--- src/rtl/dm_arb_pkg.sv ---
// Shared types and constants for the dm_arbiter data-memory front end.
// Build option: DM_ARB_RR_EN selects round-robin tie breaking in dm_arb_pick.
package dm_arb_pkg;

  typedef enum logic [1:0] {
    ST_IDLE   = 2'd0,
    ST_ACCESS = 2'd1,
    ST_RESP   = 2'd2
  } state_t;

  localparam logic ID_A = 1'b0;
  localparam logic ID_B = 1'b1;

  localparam int         WORD_BYTES = 4;
  localparam logic [1:0] ALIGN_MASK = 2'(WORD_BYTES - 1);

  function automatic logic is_aligned(input logic [1:0] lsb);
    return (lsb & ALIGN_MASK) == 2'b00;
  endfunction

endpackage

--- src/rtl/dm_arb_pick.sv ---
// Combinational winner selection between requester A (bit 0) and B (bit 1).
// DM_ARB_RR_EN defined: ties go to the requester not granted last; otherwise A wins.
module dm_arb_pick
  import dm_arb_pkg::*;
(
  input  logic [1:0] i_req,
  input  logic       i_last,
  output logic [1:0] o_gnt,
  output logic       o_id
);

`ifdef DM_ARB_RR_EN
  always_comb begin
    o_gnt = 2'b00;
    o_id  = ID_A;
    if (i_req[0] && i_req[1]) begin
      if (i_last == ID_B) begin
        o_gnt = 2'b01;
        o_id  = ID_A;
      end else begin
        o_gnt = 2'b10;
        o_id  = ID_B;
      end
    end else if (i_req[0]) begin
      o_gnt = 2'b01;
      o_id  = ID_A;
    end else if (i_req[1]) begin
      o_gnt = 2'b10;
      o_id  = ID_B;
    end
  end
`else
  // Fixed priority ignores the pointer.
  logic w_unused_last;
  assign w_unused_last = i_last;

  always_comb begin
    o_gnt = 2'b00;
    o_id  = ID_A;
    if (i_req[0]) begin
      o_gnt = 2'b01;
      o_id  = ID_A;
    end else if (i_req[1]) begin
      o_gnt = 2'b10;
      o_id  = ID_B;
    end
  end
`endif

endmodule

--- src/rtl/dm_arbiter.sv ---
// Two-requester arbiter and IDLE->ACCESS->RESP sequencer for a 256-byte data memory.
// Build option: DM_ARB_RR_EN enables round-robin tie breaking with a last-grant pointer.
//
// Handshake: a requester holds i_x_req until o_x_gnt is seen high in IDLE; the
// request fields are latched on that edge, the memory is touched in the next cycle,
// and o_x_rvalid pulses for exactly one cycle in the cycle after that.
module dm_arbiter
  import dm_arb_pkg::*;
#(
  parameter int ADDR_W    = 32,
  parameter int DATA_W    = 32,
  parameter int MEM_BYTES = 256
) (
  input  logic              i_clk,
  input  logic              i_rst,
  input  logic              i_a_req,
  input  logic              i_a_we,
  input  logic [ADDR_W-1:0] i_a_addr,
  input  logic [DATA_W-1:0] i_a_wdata,
  output logic              o_a_gnt,
  output logic              o_a_rvalid,
  output logic [DATA_W-1:0] o_a_rdata,
  output logic              o_a_err,
  input  logic              i_b_req,
  input  logic              i_b_we,
  input  logic [ADDR_W-1:0] i_b_addr,
  input  logic [DATA_W-1:0] i_b_wdata,
  output logic              o_b_gnt,
  output logic              o_b_rvalid,
  output logic [DATA_W-1:0] o_b_rdata,
  output logic              o_b_err,
  output logic              o_mem_we,
  output logic [ADDR_W-1:0] o_mem_addr,
  output logic [DATA_W-1:0] o_mem_wdata,
  input  logic [DATA_W-1:0] i_mem_rdata,
  output state_t            o_dbg_state
);

  localparam logic [ADDR_W-1:0] LAST_WORD = ADDR_W'(MEM_BYTES - WORD_BYTES);

  state_t            r_state;
  state_t            w_state_nxt;
  logic              r_id;
  logic              r_we;
  logic [ADDR_W-1:0] r_addr;
  logic [DATA_W-1:0] r_wdata;
  logic [DATA_W-1:0] r_rdata;
  logic              r_err;

  logic [1:0]        w_req;
  logic [1:0]        w_pick_gnt;
  logic              w_pick_id;
  logic              w_last;
  logic              w_grant;
  logic              w_legal;

  assign w_req   = {i_b_req, i_a_req};
  assign w_grant = (r_state == ST_IDLE) && (|w_req);
  assign w_legal = is_aligned(r_addr[1:0]) && (r_addr <= LAST_WORD);

`ifdef DM_ARB_RR_EN
  logic r_last;

  always_ff @(posedge i_clk or posedge i_rst) begin
    if (i_rst) begin
      r_last <= ID_B;
    end else if (w_grant) begin
      r_last <= w_pick_id;
    end
  end

  assign w_last = r_last;
`else
  assign w_last = ID_B;
`endif

  dm_arb_pick u_pick (
    .i_req  (w_req),
    .i_last (w_last),
    .o_gnt  (w_pick_gnt),
    .o_id   (w_pick_id)
  );

  always_ff @(posedge i_clk or posedge i_rst) begin
    if (i_rst) begin
      r_state <= ST_IDLE;
    end else begin
      r_state <= w_state_nxt;
    end
  end

  always_comb begin
    w_state_nxt = r_state;
    case (r_state)
      ST_IDLE:   if (w_grant) w_state_nxt = ST_ACCESS;
      ST_ACCESS: w_state_nxt = ST_RESP;
      ST_RESP:   w_state_nxt = ST_IDLE;
      default:   w_state_nxt = ST_IDLE;
    endcase
  end

  // Request fields stay latched after the access so o_mem_addr holds its last value.
  always_ff @(posedge i_clk or posedge i_rst) begin
    if (i_rst) begin
      r_id    <= ID_A;
      r_we    <= 1'b0;
      r_addr  <= '0;
      r_wdata <= '0;
      r_rdata <= '0;
      r_err   <= 1'b0;
    end else begin
      if (w_grant) begin
        r_id <= w_pick_id;
        if (w_pick_id == ID_A) begin
          r_we    <= i_a_we;
          r_addr  <= i_a_addr;
          r_wdata <= i_a_wdata;
        end else begin
          r_we    <= i_b_we;
          r_addr  <= i_b_addr;
          r_wdata <= i_b_wdata;
        end
      end
      if (r_state == ST_ACCESS) begin
        r_err   <= !w_legal;
        r_rdata <= (w_legal && !r_we) ? i_mem_rdata : '0;
      end
    end
  end

  // Write enable is decoded from state so an asynchronous reset kills it at once.
  always_comb begin
    o_a_gnt     = 1'b0;
    o_b_gnt     = 1'b0;
    o_a_rvalid  = 1'b0;
    o_b_rvalid  = 1'b0;
    o_a_rdata   = '0;
    o_b_rdata   = '0;
    o_a_err     = 1'b0;
    o_b_err     = 1'b0;
    o_mem_we    = (r_state == ST_ACCESS) && r_we && w_legal;
    o_mem_addr  = r_addr;
    o_mem_wdata = r_wdata;
    if (w_grant) begin
      o_a_gnt = w_pick_gnt[0];
      o_b_gnt = w_pick_gnt[1];
    end
    if (r_state == ST_RESP) begin
      if (r_id == ID_A) begin
        o_a_rvalid = 1'b1;
        o_a_rdata  = r_rdata;
        o_a_err    = r_err;
      end else begin
        o_b_rvalid = 1'b1;
        o_b_rdata  = r_rdata;
        o_b_err    = r_err;
      end
    end
  end

  assign o_dbg_state = r_state;

endmodule

--- config.mk ---
export PLATFORM = sky130hd
export DESIGN_NAME = dm_arbiter
export DESIGN_NICKNAME = d
export VERILOG_FILES = /design/src/rtl/dm_arb_pkg.sv /design/src/rtl/dm_arb_pick.sv /design/src/rtl/dm_arbiter.sv
export SDC_FILE = /design/constraint.sdc
export NUM_CORES = 1
export LEC_CHECK = 0
export ABC_AREA = 0
export CAP_MARGIN = 0
export CORE_UTILIZATION = 30
export DETAILED_ROUTE_END_ITERATION = 12
export PLACE_DENSITY_LB_ADDON = 0.1
export REMOVE_ABC_BUFFERS = 1
export SYNTH_ARGS = -nofsm -noshare
export SYNTH_HDL_FRONTEND = slang
export SYNTH_HIERARCHICAL = 1
export SYNTH_SLANG_ARGS = --single-unit
--- constraint.sdc ---
create_clock -name i_clk -period 4.57 [get_ports i_clk]
set_clock_uncertainty 0.15 [all_clocks]
set_input_delay 1.1425 -clock i_clk [delete_from_list [all_inputs] [get_ports i_clk]]
set_output_delay 1.1425 -clock i_clk [all_outputs]
set_load 0.05 [all_outputs]
## Yosys cells after proc, flatten, opt, wreduce, memory -nomap -nowiden

Index checks and enable logic that the tools add are counted.

| cells by class | value |
|---|---|
| magnitude comparators | 1 |
| eq/ne operators | 3 |
| mux-type cells | 24 |
| reduce and logical (&&, ||, !) cells | 10 |

Operator list:

| cell | count |
|---|---|
| $mux W32 | 7 |
| $le A32 B8 Y1 const B | 1 |
| $mux W1 | 13 |
| $mux W2 | 3 |
| $logic_and A1 B1 Y1 | 5 |
| $logic_not A2 Y1 | 2 |
| $pmux W2 S2 | 1 |
| $eq A2 B1 Y1 const B | 1 |
| $eq A2 B2 Y1 const B | 1 |
| $logic_not A1 Y1 | 2 |
| $ne A2 B2 Y1 const B | 1 |
| $reduce_or A2 Y1 | 1 |

| storage, ports and cells | value |
|---|---|
| bits in registers | 101 |
| output and inout port bits | 137 |

## Depth between registers and ports, before layout

| depth | value |
|---|---|
| word-level depth | 4 |
| gate-level depth with buffers | 5 |

## By module

The synthesis kept the hierarchy.

By module, submodules not included:

| module | times used | cells an instance | area each (um^2) | sequential area each (um^2) |
|---|---|---|---|---|
| dm_arbiter | 1 | 450 | 5,460.2 | 2,527.4 |
| dm_arb_pick | 1 | 3 | 28.8 | 0.0 |

## Least setup slack after synthesis

No wires, ideal clock.

| timing path | value |
|---|---|
| path kind | reg2out |
| from | register r_state[0] (netlist: o_dbg_state[0]) |
| to | output port o_mem_we |
| data arrival time | 2.500 ns |
| required time | 3.278 ns |
| setup slack | 0.778 ns |
| stages on the path, launching flop included | 5 |
| path through | dfrtp_1 nor4b_2 nand4_2 buf_6 nor3_1 |

| between the ends | value |
|---|---|
| word-level cells in the longest chain between the ends | 3 |

RTL lines:

| what | RTL line | text |
|---|---|---|
| start: declaration | dm_arbiter.sv:41 | `state_t r_state;` |
| start signal: assignment | dm_arbiter.sv:88 | `r_state <= w_state_nxt;` |
| $eq A2 B1 Y1 | dm_arbiter.sv:141 | `o_mem_we = (r_state == ST_ACCESS) && r_we && w_legal;` |
| $logic_and A1 B1 Y1 (2 in series) | dm_arbiter.sv:141 |  |
| end: declaration | dm_arbiter.sv:32 | `output logic o_mem_we,` |

Every way passes these cells.

## Final worst setup path

| timing path | value |
|---|---|
| from | register r_state[1] (netlist: o_dbg_state[1]) |
| to | output port o_a_rdata[3] |

| between the ends | value |
|---|---|
| word-level cells in the longest chain between the ends | 2 |

RTL lines:

| what | RTL line | text |
|---|---|---|
| $eq A2 B2 Y1 | dm_arbiter.sv:148 | `if (r_state == ST_RESP) begin` |
| $mux W32 | dm_arbiter.sv:148 |  |
| end: declaration | dm_arbiter.sv:22 | `output logic [DATA_W-1:0] o_a_rdata,` |

Every way passes these cells.

==> PnR_summary.wiki <==
{| class="wikitable"
! Metric !! Value
|-
| Total clock sinks || between 100 and 150
|-
| Clock tree from TritonCTS || yes
|-
| Final nets || 904
|-
| Crit path max fanout || 34
|-
| Crit path cell chain || nor3b_2, buf_4, and2_1, clkdlybuf4s50_1
|-
| Routed WL per cell || ~17 um
|-
| Worst min-delay path category || flip-flop to flip-flop
|-
| Area of the core || roughly 18,000 um2
|-
| Number of global-route vias before repair || approximately 4,700
|-
| I/O pin count || approximately 300
|-
| FF-to-FF Start || o_dbg_state[0]
|-
| DRC Markers || 0
|-
| Peak ir drop on the vdd network || 0.0005084 V
|-
| Crit path capture || o_a_rdata[3]
|-
| Maximum frequency from static timing analysis || 272.9 MHz
|-
| Pwr per Cell Area || 545.9 nW/um2
|-
| Cell at the slowest stage of the critical path || sky130_fd_sc_hd__clkdlybuf4s50_1
|-
| Arrival time at the worst endpoint || roughly 2400 ps
|-
| First-pass GRT wire length || around 25,000 um
|-
| Worst hold-check slack || between 300 and 400 ps
|-
| Height of the die || 137.2 um
|-
| Total CTS buffers || 9
|-
| RSZ-0062 raised after global routing || false
|-
| Number of antenna violations at the first check in global routing || 0
|-
| Setup tns final || 0 ps
|-
| Combined buffer and inverter count along the critical path || 2
|-
| Global-route usage over all layers || between 10% and 20%
|-
| Final GP Congestion || approximately 0.74
|-
| Final setup violating endpoints || 0
|-
| Average via count per standard cell || 4.644
|-
| Total count of max-transition violations in the final report || 0
|-
| Starting DRT DRC Count || around 120
|-
| Number of antenna-violating nets in the routed design || 0
|-
| H-tree depth || 3
|-
| Timing startpoint of the critical path || o_dbg_state[1]
|-
| Post-CTS Hold Buffers || 0
|-
| Register-to-Register Setup Slack || ~2400 ps
|-
| Family with the most delay on the worst path || buffers and inverters
|-
| Maximum clock insertion buffer count || 2
|-
| Final core area utilization || 50.02%
|-
| Post-synthesis instance area || roughly 5500 um2
|-
| Largest net degree at the start of global routing || 83
|-
| Number of warning messages in the yosys log || 6
|-
| Setup Crit Path Kind || flip-flop to output port
|-
| Crit Reg-Reg Endpoint || o_mem_addr[0]
|-
| Number of vias after detailed routing || roughly 4,500
|-
| Number of port buffers || around 300
|-
| PnR Total Power || around 4900 uW
|-
| Mean post-synth cell area || around 12 um2
|-
| Share of final-layout standard cells stronger than drive strength 1 || approximately 25%
|-
| Path depth of the worst reg2reg path || 3
|-
| Cell chosen for the clock root || sky130_fd_sc_hd__clkbuf_16
|-
| Quantity of gates resized following cts || 0
|-
| Final Hold Viols || 0
|-
| Slew at the pin with the worst max-slew slack || between 1000 and 1500 ps
|-
| HPWL after detailed placement || between 10,000 and 15,000 um
|-
| Max capacitance violation total || 0
|-
| Effective utilization at floorplan || between 30% and 40%
|-
| Min Tclk post-route || between 3000 and 4000 ps
|-
| Slew Limit Headroom || around 24%
|-
| Leak Pwr || 0.003744 uW
|-
| Aggregate routed wire length || approximately 16,000 um
|-
| CP endpoint kind || output port
|-
| Die area || 18,830 um2
|-
| Setup crit start kind || flip-flop
|-
| Post-route setup slack || a little over 900 ps
|-
| Worst path max stage delay || 810 ps
|-
| Total stage count of the critical path || 4
|-
| Chip width || approximately 140 um
|-
| Clk_lat worst skew || around 340 ps
|-
| Std cell rows || 49
|-
| ANT cells || 0
|-
| Buffers inserted during post-CTS setup optimization || 0
|-
| Synthesized netlist cell count || 452
|-
| Status || complete, no violations
|-
| Period utilization || 80.18%
|-
| Clock slew at the register clock pins of the worst setup and hold paths || around 60 ps
|-
| Final global-route overflow total || 0
|-
| Post-Place Worst Slack || between 900 and 1000 ps
|-
| CP Data Required Time || roughly 3300 ps
|-
| Number of search-and-repair iterations in the first detailed-routing pass || 4
|-
| Growth of design area from synthesis to finish || 63.80%
|}
==> metal layers <==
layer  GRT usage, %  part of all wire, %  vias up
li1               -                    -     2130
met1          19.49                   39     2203
met2          32.13                   54      152
met3          2.980                  5.5       20
met4          7.021                  2.2        0
met5              0                    0        -
==> layout make-up <==
class / instances / area (um2)
multi-input combinational: 280 / 2660
fill: 1636 / 8979
timing repair buffer: 311 / 3108
tap: 229 / 286.5
inverter: 35 / 133.9
clock inverter: 1 / 7.507
clock buffer: 13 / 260.3
sequential: 101 / 2529
==> per-stage QoR <==
stage	cell area (um2)	cells
5_1_grt	8985	970
3_3_place_gp	8717	956
2_1_floorplan	5303	416
3_5_place_dp	8717	956
4_1_cts	8985	970
6_report	8985	970
==> tightest hold or removal path: stages, from the launching register on <==
cell	delay (ps)
sky130_fd_sc_hd__dfrtp_1	360
sky130_fd_sc_hd__nand2_1	60
sky130_fd_sc_hd__o41ai_2	40
==> report_power, final <==
part | switching (uW) | internal [uW]
Clock | 326 | 394
Sequential | 203 | 1210
Combinational | 1730 | 1050
Total | 2250 | 2650
==> worst min path at each step <==
stage / startpoint / to / slack (ps) / cells after the start
floorplan: r_rdata[28] / r_rdata[28] / 300 / 2
global placement: r_rdata[30] / r_rdata[30] / 320 / 2
detailed placement: r_rdata[18] / r_rdata[18] / 330 / 2
CTS: r_rdata[18] / r_rdata[18] / 350 / 2
global route: r_rdata[18] / r_rdata[18] / 370 / 2
finish: r_rdata[12] / r_rdata[12] / 350 / 2
==> cell usage in the layout (no fill, tap or decap), drive strengths merged, types with 2 or more instances in the layout <==
master / instances
clkbuf: 13
mux2i: 2
nand2: 32
inv: 35
dfrtp: 101
mux2: 129
nor4: 6
o41ai: 32
clkdlybuf4s50: 299
nor3: 2
buf: 12
and2: 68
==> flip-flops by register name, summed over array words and instances, names as in the netlist <==
signal and cells:
r_rdata 32, r_we 1, r_id 1, o_mem_wdata 32, r_err 1, o_mem_addr 32, o_dbg_state 2
Power figures use the tool's default switching activity.
==> RTL edit 1: new RTL, same flow settings <==
The parameter `ADDR_W` goes from 32 to 28.
--- a/src/rtl/dm_arbiter.sv
+++ b/src/rtl/dm_arbiter.sv
@@ -7,7 +7,7 @@
 module dm_arbiter
   import dm_arb_pkg::*;
 #(
-  parameter int ADDR_W    = 32,
+  parameter int ADDR_W    = 28,
   parameter int DATA_W    = 32,
   parameter int MEM_BYTES = 256
 ) (
Interface: changed (resized i_a_addr, i_b_addr and o_mem_addr); port bits go from 303 to 291. No check against the original RTL was run, so the function may have changed too.
==> RTL edit 1 against the unedited design <==
  * Final area down 3.3%
  * Synthesized area is 3.4% lower
  * Sequential cell count is 4 lower
  * Routed wire length is 3.0% lower
  * Final cell count fell by 2.9%
  * Fmax increased by 1.7%
  * Worst setup slack better by 0.061 ns
  * Total power down 4.0%
==> RTL edit 1: results (changes against the unedited design) <==
run status = finished, final reports clean
initial antenna violation count = 0 (unchanged)
DR vias = 4341 (-3.6%)
count of cells resized by post-cts repair = 0 (unchanged)
routed wire length = 15860 um (-3.0%)
fin nets = 871 (-3.7%)
FF-to-FF path depth = 3 (unchanged)
Cell Count, Final, Fillers Out = 942 (-2.9%)
placed inst area = 0.008427 sq mm (-3.3%)
CP Data Arrival Time = 2.31 ns (-0.06 ns)
pin count of the biggest net entering global routing = 64 (-23%)
port bufs = 290 (-4.0%)
share of cells above drive strength 1 = 0.2594 (+0.005703)
GRT Overall Usage = 0.1764 (+0.003197)
placed cells = 927 (-3.0%)
worst-margin pin slew = 0.8527 ns (-0.2864 ns)
VDD IR max = 0.3948 mV (-22%)
crit-path max cell delay = 0.53 ns (-0.28 ns)
vias in the first global route = 4559 (-2.3%)
min-delay worst type = reg2reg
Leak Pwr = 3.625 nW (-3.2%)
first-pass GRT wire length = 24520 um (-0.89%)
placer congestion estimate = 0.7337 (-0.35%)
pre-CTS WS = 0.9486 ns (-0.04289 ns)
crit path max fanout = 3 (-91%)
clock tree buffer depth = 2 (unchanged)
Post-DP HPWL = 11560 um (-4.2%)
drt first-iter violations = 133 (+12%)
synthesized area per cell = 12.07 sq um (-0.56%)
[RTL edit 1: final cells by class]
class | count | area (sq um)
flip-flops and latches | 97 | 2429
repair buffers | 299 | 3013
inverters | 35 | 133.9
clock buffers | 12 | 246.5
multi-input cells | 271 | 2570
fillers | 1512 | 8606
well taps | 225 | 281.5
clock inverters | 3 | 17.52
[RTL edit 1: layer usage]
layer	vias up	global-route usage	wire, um
met2	200	0.2855	7488
met4	0	0.06679	312
met1	2077	0.2073	6283
met5	-	0	0
met3	17	0.07432	1772
li1	2047	-	-
[RTL edit 1: worst max-delay path: cells and delay by family]
kind,cells,cell delay [ns]
buffers and inverters,2,0.69
and+or+nand+nor,3,0.47
[RTL edit 1: worst paths after layout]
path                       slack [ns]             end           start
setup / recovery                 0.97         o_b_gnt         i_a_req
hold / removal                   0.34      r_rdata[8]      r_rdata[8]
setup reg to reg                 2.41  o_mem_addr[17]  o_dbg_state[0]
hold reg to reg                  0.34      r_rdata[8]      r_rdata[8]
max in group asynchronous        2.43  o_mem_addr[19]           i_rst
min in group asynchronous        1.10  o_mem_wdata[7]           i_rst
[RTL edit 1: power breakdown]
group          leakage (nW)  internal (mW)  switching, mW
clock network         0.128          0.380          0.331
logic                  2.29          0.997           1.64
registers              1.20           1.15          0.204
total                  3.62           2.53           2.18
[RTL edit 1: through the flow]
step | utilization | TNS (ns) | hold slack [ns]
4_1_cts | 0.5025 | 0 | 0.3399
5_1_grt | 0.5025 | 0 | 0.3683
2_1_floorplan | - | -130.53 | 0.2987
6_report | 0.5025 | 0 | 0.3418
3_3_place_gp | 0.4872 | 0 | 0.3185
3_5_place_dp | 0.4872 | 0 | 0.3246
==> RTL edit 2: new RTL, same settings <==
Without the edit above. Put one more register stage on the output `o_dbg_state`, without a reset. The value now appears one clock later. The other outputs are not delayed to match.
--- a/src/rtl/dm_arbiter.sv
+++ b/src/rtl/dm_arbiter.sv
@@ -158,7 +158,9 @@
     end
   end
 
-  assign o_dbg_state = r_state;
+  always_ff @(posedge i_clk) begin
+    o_dbg_state <= r_state;
+  end
 
 endmodule
 
Behaviour: not the same (a bounded check fails within 4 cycles, from zero or initial values and one cycle with i_rst high).
==> RTL edit 2 against the unedited design <==
  * Non-clock buffer count stayed put
  * Sequential cell count rose by 2
  * Worst setup slack got worse by 0.010 ns
  * Routed wire length fell by 0.51%
  * Global-route usage is 0.16 points lower
  * Total power increased by 3.1%
  * Synthesized area grew 0.73%
  * Final area rose by 1.1%
  * Largest power group unchanged
  * Highest routed layer unchanged
==> RTL edit 2: results (changes against the unedited design) <==
run status = finished, final reports clean
crit-path max cell delay = 0.82 ns
GRT Overall Usage = 0.1716 (-0.001643)
Rel. slew slack = 0.2196 (-0.02097)
drt first-iter violations = 128 (+7.6%)
DR vias = 4529 (+0.53%)
Ys Warns = 6 (unchanged)
first-pass GRT wire length = 24780 um (+0.17%)
share of cells above drive strength 1 = 0.2564 (+0.002665)
Top Family by Delay on Critical Path = buffers and inverters
Leak Pwr = 3.781 nW (+0.99%)
fill cell count = 1647 (+0.67%)
Post-CTS Setup Bufs = 0 (unchanged)
placed inst area = 0.008757 sq mm (+0.46%)
Power Clock = 838 uW (+16%)
vias in the first global route = 4566 (-2.1%)
placer congestion estimate = 0.7420 (+0.77%)
pin count of the biggest net entering global routing = 71 (-14%)
Max stage delay cell, worst path = clkdlybuf4s50_1
Comb power frac = 0.551 (-0.015)
clk_lat worst skew = 0.34 ns (about the same)
Psw = 2.278 mW (+1.0%)
Post-DP HPWL = 12040 um (-0.29%)
Avg WL per Cell = 16.71 um (-0.92%)
count of cells resized by post-cts repair = 0 (unchanged)
fin nets = 906 (+0.22%)
VDD IR max = 0.5245 mV (+3.2%)
## RTL edit 2: cell types whose count changed in the layout (fill, tap and decap cells not counted)
cell	unedited run	this run
clkinvlp_4	1	3
bufinv_16	0	2
dfxtp_1	0	2
clkbuf_8	2	1
clkbuf_1	2	1
## RTL edit 2: cell type report
cell class | instances | area, sq um | area share
Timing Repair Buffer | 311 | 3108 | 0.3422
Multi-Input combinational cell | 280 | 2660 | 0.2929
Sequential cell | 103 | 2569 | 0.2828
Tap cell | 229 | 286.5 | 0.03155
Clock buffer | 11 | 242.7 | 0.02673
Inverter | 35 | 133.9 | 0.01474
Clock inverter | 5 | 82.58 | 0.009092
## RTL edit 2: through the flow
stage	instances	util	worst slack, ns	power (mW)	hold slack, ns
3_3_place_gp	958	0.4858	0.9625	4.239	0.3207
2_1_floorplan	418	-	-1.139	3.210	0.2723
5_1_grt	974	0.5039	0.7976	5.291	0.3719
4_1_cts	974	0.5039	0.8806	5.131	0.3463
3_5_place_dp	958	0.4858	0.9819	4.270	0.3301
6_report	974	0.5039	0.8955	5.057	0.3412
## RTL edit 2: path summary, 6_finish.rpt
check / start / endpoint / slack [ns] / cells after the start
max: r_state[1] / o_a_rdata[21] / 0.90 / 4
min: o_mem_addr[4] / o_mem_addr[4] / 0.34 / 1
max reg2reg: r_state[1] / o_mem_addr[25] / 2.44 / 3
min reg2reg: o_mem_addr[4] / o_mem_addr[4] / 0.34 / 1
max in group asynchronous: i_rst / r_rdata[31] / 2.19 / 3
min in group asynchronous: i_rst / o_mem_wdata[30] / 1.18 / 2
## RTL edit 2: metal layers
metal / track usage / routed length (um)
met1: 0.1981 / 6296
met2: 0.3157 / 8855
met3: 0.03826 / 916
met4: 0.04650 / 202
met5: 0 / 0
